===== src/rtl/rom_stream_reader.sv =====
// Start/length-driven read sequencer for the sample ROM. It hides the ROM's
// one-cycle read latency and streams words out through a 4-entry buffer.
module rom_stream_reader #(
  parameter int ADDR_W     = 9,
  parameter int DATA_W     = 8,
  parameter int FIFO_DEPTH = 4
) (
  input  logic              clk,
  input  logic              rst,
  input  logic              start,
  input  logic [ADDR_W-1:0] base_addr,
  input  logic [ADDR_W:0]   length,
  input  logic              loop,
  input  logic              abort,
  output logic              rom_en,
  output logic [ADDR_W-1:0] rom_addr,
  input  logic [DATA_W-1:0] rom_data,
  output logic              m_valid,
  input  logic              m_ready,
  output logic [DATA_W-1:0] m_data,
  output logic [ADDR_W-1:0] m_addr,
  output logic              busy,
  output logic              done
);

  typedef enum logic [1:0] {S_IDLE = 2'd0, S_RUN = 2'd1, S_DRAIN = 2'd2} state_t;

  state_t              r_state;
  logic [ADDR_W-1:0]   r_base;
  logic [ADDR_W:0]     r_len;
  logic                r_loop;
  logic [ADDR_W:0]     r_left;
  logic [ADDR_W-1:0]   r_next;
  logic                r_rom_en;
  logic [ADDR_W-1:0]   r_rom_addr;
  logic                r_busy;
  logic                r_done;
  logic                r_p1;
  logic [ADDR_W-1:0]   r_a1;
  logic [DATA_W-1:0]   r_mem_d [4];
  logic [ADDR_W-1:0]   r_mem_a [4];
  logic [1:0]          r_wr_ptr;
  logic [1:0]          r_rd_ptr;
  logic [2:0]          r_count;

  logic [ADDR_W:0]     w_len_eff;
  logic [2:0]          w_in_flight;
  logic                w_room;
  logic                w_can_issue;
  logic                w_pop;

  // A zero length encodes a full sweep of the ROM.
  assign w_len_eff   = (length == '0) ? {1'b1, {ADDR_W{1'b0}}} : length;
  assign w_in_flight = {2'b00, r_rom_en} + {2'b00, r_p1};
  // Reads already issued but not yet buffered reserve a slot, so the buffer can never overflow.
  assign w_room      = (w_in_flight + r_count) < 3'(FIFO_DEPTH);
  assign w_can_issue = (r_state == S_RUN) && (r_left != '0) && w_room;
  assign w_pop       = (r_count != 3'd0) && m_ready;

  assign rom_en   = r_rom_en;
  assign rom_addr = r_rom_addr;
  assign busy     = r_busy;
  assign done     = r_done;
  assign m_valid  = (r_count != 3'd0);
  assign m_data   = r_mem_d[r_rd_ptr];
  assign m_addr   = r_mem_a[r_rd_ptr];

  always_ff @(posedge clk or negedge rst) begin
    if (!rst) begin
      r_state    <= S_IDLE;
      r_base     <= '0;
      r_len      <= '0;
      r_loop     <= 1'b0;
      r_left     <= '0;
      r_next     <= '0;
      r_rom_en   <= 1'b0;
      r_rom_addr <= '0;
      r_busy     <= 1'b0;
      r_done     <= 1'b0;
    end else begin
      r_done <= 1'b0;
      if (abort) begin
        r_state  <= S_IDLE;
        r_rom_en <= 1'b0;
        r_busy   <= 1'b0;
      end else begin
        case (r_state)
          S_IDLE: begin
            r_rom_en <= 1'b0;
            if (start) begin
              r_base     <= base_addr;
              r_len      <= w_len_eff;
              r_loop     <= loop;
              r_rom_en   <= 1'b1;
              r_rom_addr <= base_addr;
              r_busy     <= 1'b1;
              r_state    <= S_RUN;
              if (loop && (w_len_eff == {{ADDR_W{1'b0}}, 1'b1})) begin
                r_left <= w_len_eff;
                r_next <= base_addr;
              end else begin
                r_left <= w_len_eff - {{ADDR_W{1'b0}}, 1'b1};
                r_next <= base_addr + {{(ADDR_W-1){1'b0}}, 1'b1};
              end
            end
          end
          S_RUN: begin
            if (w_can_issue) begin
              r_rom_en   <= 1'b1;
              r_rom_addr <= r_next;
              // Loop mode reloads on the last issue so the stream has no bubble.
              if (r_loop && (r_left == {{ADDR_W{1'b0}}, 1'b1})) begin
                r_left <= r_len;
                r_next <= r_base;
              end else begin
                r_left <= r_left - {{ADDR_W{1'b0}}, 1'b1};
                r_next <= r_next + {{(ADDR_W-1){1'b0}}, 1'b1};
              end
            end else begin
              r_rom_en <= 1'b0;
              if (!r_loop && (r_left == '0)) begin
                r_state <= S_DRAIN;
              end
            end
          end
          S_DRAIN: begin
            r_rom_en <= 1'b0;
            if ((w_in_flight == 3'd0) && (r_count == 3'd0)) begin
              r_state <= S_IDLE;
              r_busy  <= 1'b0;
            end else if ((w_in_flight == 3'd0) && (r_count == 3'd1) && w_pop) begin
              r_done  <= 1'b1;
              r_state <= S_IDLE;
              r_busy  <= 1'b0;
            end
          end
          default: begin
            r_state  <= S_IDLE;
            r_rom_en <= 1'b0;
            r_busy   <= 1'b0;
          end
        endcase
      end
    end
  end

  // Tracks each read through the ROM latency and buffers the returned word with its address.
  always_ff @(posedge clk or negedge rst) begin
    if (!rst) begin
      r_p1     <= 1'b0;
      r_a1     <= '0;
      r_wr_ptr <= 2'd0;
      r_rd_ptr <= 2'd0;
      r_count  <= 3'd0;
      for (int i = 0; i < 4; i++) begin
        r_mem_d[i] <= '0;
        r_mem_a[i] <= '0;
      end
    end else if (abort) begin
      r_p1     <= 1'b0;
      r_wr_ptr <= 2'd0;
      r_rd_ptr <= 2'd0;
      r_count  <= 3'd0;
    end else begin
      r_p1 <= r_rom_en;
      r_a1 <= r_rom_addr;
      if (r_p1) begin
        r_mem_d[r_wr_ptr] <= rom_data;
        r_mem_a[r_wr_ptr] <= r_a1;
        r_wr_ptr          <= r_wr_ptr + 2'd1;
      end
      if (w_pop) begin
        r_rd_ptr <= r_rd_ptr + 2'd1;
      end
      r_count <= r_count + {2'b00, r_p1} - {2'b00, w_pop};
    end
  end

endmodule


===== config.mk =====
export PLATFORM = sky130hd
export DESIGN_NAME = rom_stream_reader
export DESIGN_NICKNAME = d
export VERILOG_FILES = /design/src/rtl/rom_stream_reader.sv
export SDC_FILE = /design/constraint.sdc
export NUM_CORES = 1
export LEC_CHECK = 0
export ABC_AREA = 1
export CAP_MARGIN = 10
export CORE_MARGIN = 4
export CORE_UTILIZATION = 60
export CTS_CLUSTER_SIZE = 12
export DETAILED_ROUTE_END_ITERATION = 8
export GPL_ROUTABILITY_DRIVEN = 0
export PLACE_DENSITY_LB_ADDON = 0.1
export SYNTH_ARGS = -nofsm -noshare
export SYNTH_HDL_FRONTEND = slang
export SYNTH_SLANG_ARGS = --single-unit

===== constraint.sdc =====
create_clock -name clk -period 3.4 [get_ports clk]
set_input_delay 0.68 -clock clk [delete_from_list [all_inputs] [get_ports clk]]
set_output_delay 0.68 -clock clk [all_outputs]
set_load 0.05 [all_outputs]

# Word level (Yosys, flattened, before mapping)
# Index checks and enable logic that the tools add are counted.
# classes
addsub	10
multipliers	0
div	0
n_lt_le_gt_ge	4
eq_ne	12
n_shift	0
muxes	52
n_bitwise	3
n_reduce_logical	26
# op_table
operator	count
two-way mux 9 bit	9
two-way mux 10 bit	5
bitwise mux 36 bit	1
one-hot mux 9 bit (2 select lines)	2
bitwise mux 32 bit	1
two-way mux 8 bit	3
equality test 10 x 1 -> 1 bit (second input constant)	2
zero test 10 bit	2
two-way mux 2 bit	10
one-hot mux 10 bit (2 select lines)	1
subtractor 10 x 1 -> 10 bit (second input constant)	2
adder 9 x 1 -> 9 bit (second input constant)	2
binary-select mux 9 bit (select 2 bit)	1
demux 9 bit (select 2 bit)	1
binary-select mux 8 bit (select 2 bit)	1
demux 8 bit (select 2 bit)	1
two-way mux 1 bit	12
logical AND 1 bit	10
nonzero test 10 bit	1
AND reduction 4 bit	2
>= comparator 3 bit (second input constant)	2
zero test 3 bit	2
inequality test 2 bit (second input constant)	3
inequality test 3 bit (second input constant)	2
other kinds (24)	29
# word_totals
ff_bits	138
latchBits	0
mem_bits_rw	0
rom_bits	0
inputBits	33
output_inout_bits	30
elab_cells	130
n_memories	0

# Longest topological paths before layout
# logic_depth
word_depth	8
ltp_mapped	12
ltp_nobuf	12

# Least setup slack after synthesis
# Ideal clock, no wire load.
# synth_timing
path_type	reg2out
from	reg r_rd_ptr[0]
to	out m_addr[5]
arrival_ps	1790
t_required_ps	2720
setup_slack_ps	930
path_stages_with_launch	6
path_buffers	2
path_cell_list	dfrtp_1 > clkbuf_1 > inv_1 > clkbuf_1 > o21ai_0 > o22ai_1
# synth_via
elab_chain_len	4
# synth_rtl
element	line	text
start, declared	43	logic [1:0] r_rd_ptr;
start signal, assigned	173	r_rd_ptr <= r_rd_ptr + 2'd1;
inverter 2 -> 3 bit (implied by the code)	66	assign m_addr = r_mem_a[r_rd_ptr];
binary-select mux 9 bit (select 2 bit)	66	
two-way mux 9 bit (implied by the code) (2 in series)	66	
end, declared	21	output logic [ADDR_W-1:0] m_addr,
# Every way passes these cells. The select of a mux whose other input is x is not followed.

# Worst setup path after layout
# layout_timing
from	reg r_rd_ptr[0]
to	out m_addr[8]
# The elaborated chain is that of the path after synthesis.

==> results.md <==
* PortBufs at 62
* First-pass GRT wire length at ~28 mm
* Sequential share of the synthesized area at a little under 50%
* Total CTS buffers at 17
* Routed len/inst at 15.2 µm
* H-tree Lvls at 4
* Clock Latency Late Sink at between 400 and 500 ps
* CP Cell Sequence: inv_1, buf_4, nor2_1, o22ai_1, buf_4
* Max incr delay on CP at 530 ps
* Gr ovfl total at 0
* Syn avg cell area at 8.02 µm²
* Number of enable flip-flop cells after synthesis at 0
* Vias in the first global route at 5995
* Commonest cells post-synth: 195 x nand2_1, 148 x o21ai_0, 138 x dfrtp_1, 110 x nor2_1, 75 x inv_1
* Gr usage total at 26.3%
* Hold Fails Final Rpt at 0
* Post-synthesis adder-cell area fraction at 3.09%
* Final Skew at 5.24 ps
* Met2 GRT Util at a little under half
* Chip height at 117 µm
* Leak at 4.07 nW
* Die width at roughly 120 µm
* Clk sinks at 138
* Synth Flop Type: dfrtp_1
* Buffers and inverters on the worst path at 3
* Setup crit end kind: primary output
* Antenna violations before repair at 0
* Critical Path Start Type: register
* Num rows at 39
* Total power at 7.49 mW
* Die Area at 13700 µm²
* Family with the most delay on the worst path: buffers and inverters
* XOR/XNOR Fraction of Synth Area at under 10%
* I/O pin cnt at 63
* Endpoints failing setup at 0
* Setup TNS Final at 0 ps
* Area of the core at 11500 µm²
* Period minus WS final at between 2000 and 3000 ps
* Setup repair bufs after CTS at 0
* Vias per cell at ~5.6
* Clk buf depth at 2
* Largest net degree at the start of global routing at 57
* Max-cap violation count at 0
* Most used cell along the critical path: buf_4
* Max-slew headroom at 33.2%
* Final ANT Viol Nets at 0
* Hold Path Class: input port to asynchronous set/reset pin
* Period utilisation layout at roughly 84%
* Crit Path Category: register to primary output
* Synth unique cells at 38
* Synth Net Count at 938
* Synth top area share at between 40% and 50%
* Outcome: completed
* Fill cells at 847
* Crit path DAT at about 2200 ps
* Router iterations before antenna repair at 5
* Cell taking the most area after synthesis: dfrtp_1
* GR peak layer: met2
* Top cells by area, synth: dfrtp_1 48%, o21ai_0 10%, nand2_1 10%, nor2_1 5.8%, inv_1 4.0%
* DR iter-0 viols at 515
* Synthesized netlist cell count at 888
* Dpl cells at 1066
* Synth Warn # at 0
* Post-Route WL at 16.7 mm
* Layout cells sized above 1 at 11.0%
* Post-synthesis mux area share at 0%
* Worst Tran Pin Value at 998 ps
* Mapped cell area at 7130 µm²
* Fraction of registers with async set/reset at 100%
* Area Overhead vs Synth at 18.5%
* N_diodes at 0
* Grt met1 use at 31.1%
* DRC at 0
* Final Max Tran Viols at 0
* Via count at slightly above 6000
* Final core utilization at between 70% and 80%
* Nets at 992
* Clock transition at the registers of the reported paths at about 60 ps
* Max FO, Critical Path at 23
* Compound-Gate Fraction of Synth Area at 17.2%
* Synth Area in Simple Gates at 22.3%
* Non-Filler Instances at roughly 1100
* Fmax at between 0.3 and 0.4 GHz
* Initial core utilization at 61.9%
* Global routing usage on met3 at around 5.8%
* DP HPWL at 11.1 mm
* VDD IR-drop max at roughly 0.00046 V
* Worst Path Required at between 2000 and 3000 ps
* Cts hold-fix bufs at 0
* Largest family of logic cells by synthesized area: simple AND/OR/NAND/NOR gates
* RSZ-0062 raised after global routing: false
* Root Buffer Master: clkbuf_16
* # resized after CTS at 0
* Critical Path Slowest Stage Cell: inv_1
* PwrDens at 887 nW/µm²
* Cell with the most instances after synthesis: nand2_1
* CTS tree: built
* Synth Register Bits at 138
-- metrics by stage --
step           area [µm²]  setup slack, ps  hold WS, ps
3_5_place_dp         7800              600          465
6_report             8440              555          319
4_1_cts              8440              551          342
3_3_place_gp         7800              714          460
2_1_floorplan        7130              930          384
5_1_grt              8440              399          381
-- cells by family after synthesis --
group	count (synthesis)
AO/OA/AOI/OAI	226
XOR/XNOR	12
flip-flops	138
buffers and inverters	127
adder cells (fa/ha/maj)	17
AND/OR/NAND/NOR	368
-- layout make-up --
| type | count | area (µm²) | area share, % |
|---|---|---|---|
| flip-flops and latches | 138 | 3450 | 40.9 |
| multi-input cells | 623 | 3150 | 37.3 |
| repair buffers | 76 | 693 | 8.21 |
| clock buffers | 23 | 508 | 6.02 |
| inverters | 86 | 323 | 3.82 |
| well taps | 143 | 179 | 2.12 |
| clock inverters | 9 | 135 | 1.60 |
-- worst paths after layout --
path | startpoint | to | slack [ps] | cells past startpoint
max in group asynchronous | rst | r_mem_a[2] | 2190 | 2
min in group clk | r_len[4] | r_len[4] | 480 | 2
setup reg to reg | r_p1 | rom_addr[3] | 640 | 10
hold / removal | rst | r_mem_d[2] | 320 | 1
hold reg to reg | r_len[4] | r_len[4] | 480 | 2
setup / recovery | r_rd_ptr[0] | m_addr[8] | 550 | 5
-- where the power goes --
part | switching, mW | internal, mW
Combinational | 2.00 | 0.978
Sequential | 0.383 | 2.18
Clock | 0.680 | 1.27
-- routing by layer --
layer,up-vias,wire length (µm)
li1,3019,-
met5,-,0
met1,2924,6850
met2,176,8650
met4,0,310
met3,30,862
-- cell usage in the layout (no fill, tap or decap), types with 2 or more instances in the layout --
cell	n
nand3_2	5
inv_2	11
ha_1	16
a31oi_1	15
nand2_1	195
xnor2_1	5
nand3_1	27
a21oi_1	14
nor3_1	3
clkinv_4	2
nor2_4	4
clkdlybuf4s50_1	44
nor2_2	6
dfrtp_1	138
clkbuf_16	17
nand3b_1	2
o21ai_0	148
nand4_1	4
xor2_1	7
a31oi_2	3
o21ai_1	17
nor2_1	110
clkbuf_8	6
bufinv_16	3
o211ai_1	6
buf_4	31
nand2_2	3
nand2_4	4
clkinvlp_4	3
inv_1	75
o22ai_1	17
nor4_1	3
-- flip-flops by register name, summed over array words and instances, names as in the netlist --
signal    flops
r_state       2
r_a1          9
rom_en        1
r_rd_ptr      2
rom_addr      9
r_wr_ptr      2
r_loop        1
r_len        10
r_mem_d      32
r_left       10
r_base        9
busy          1
r_p1          1
r_mem_a      36
done          1
r_next        9
r_count       3
Power figures use the tool's default switching activity.
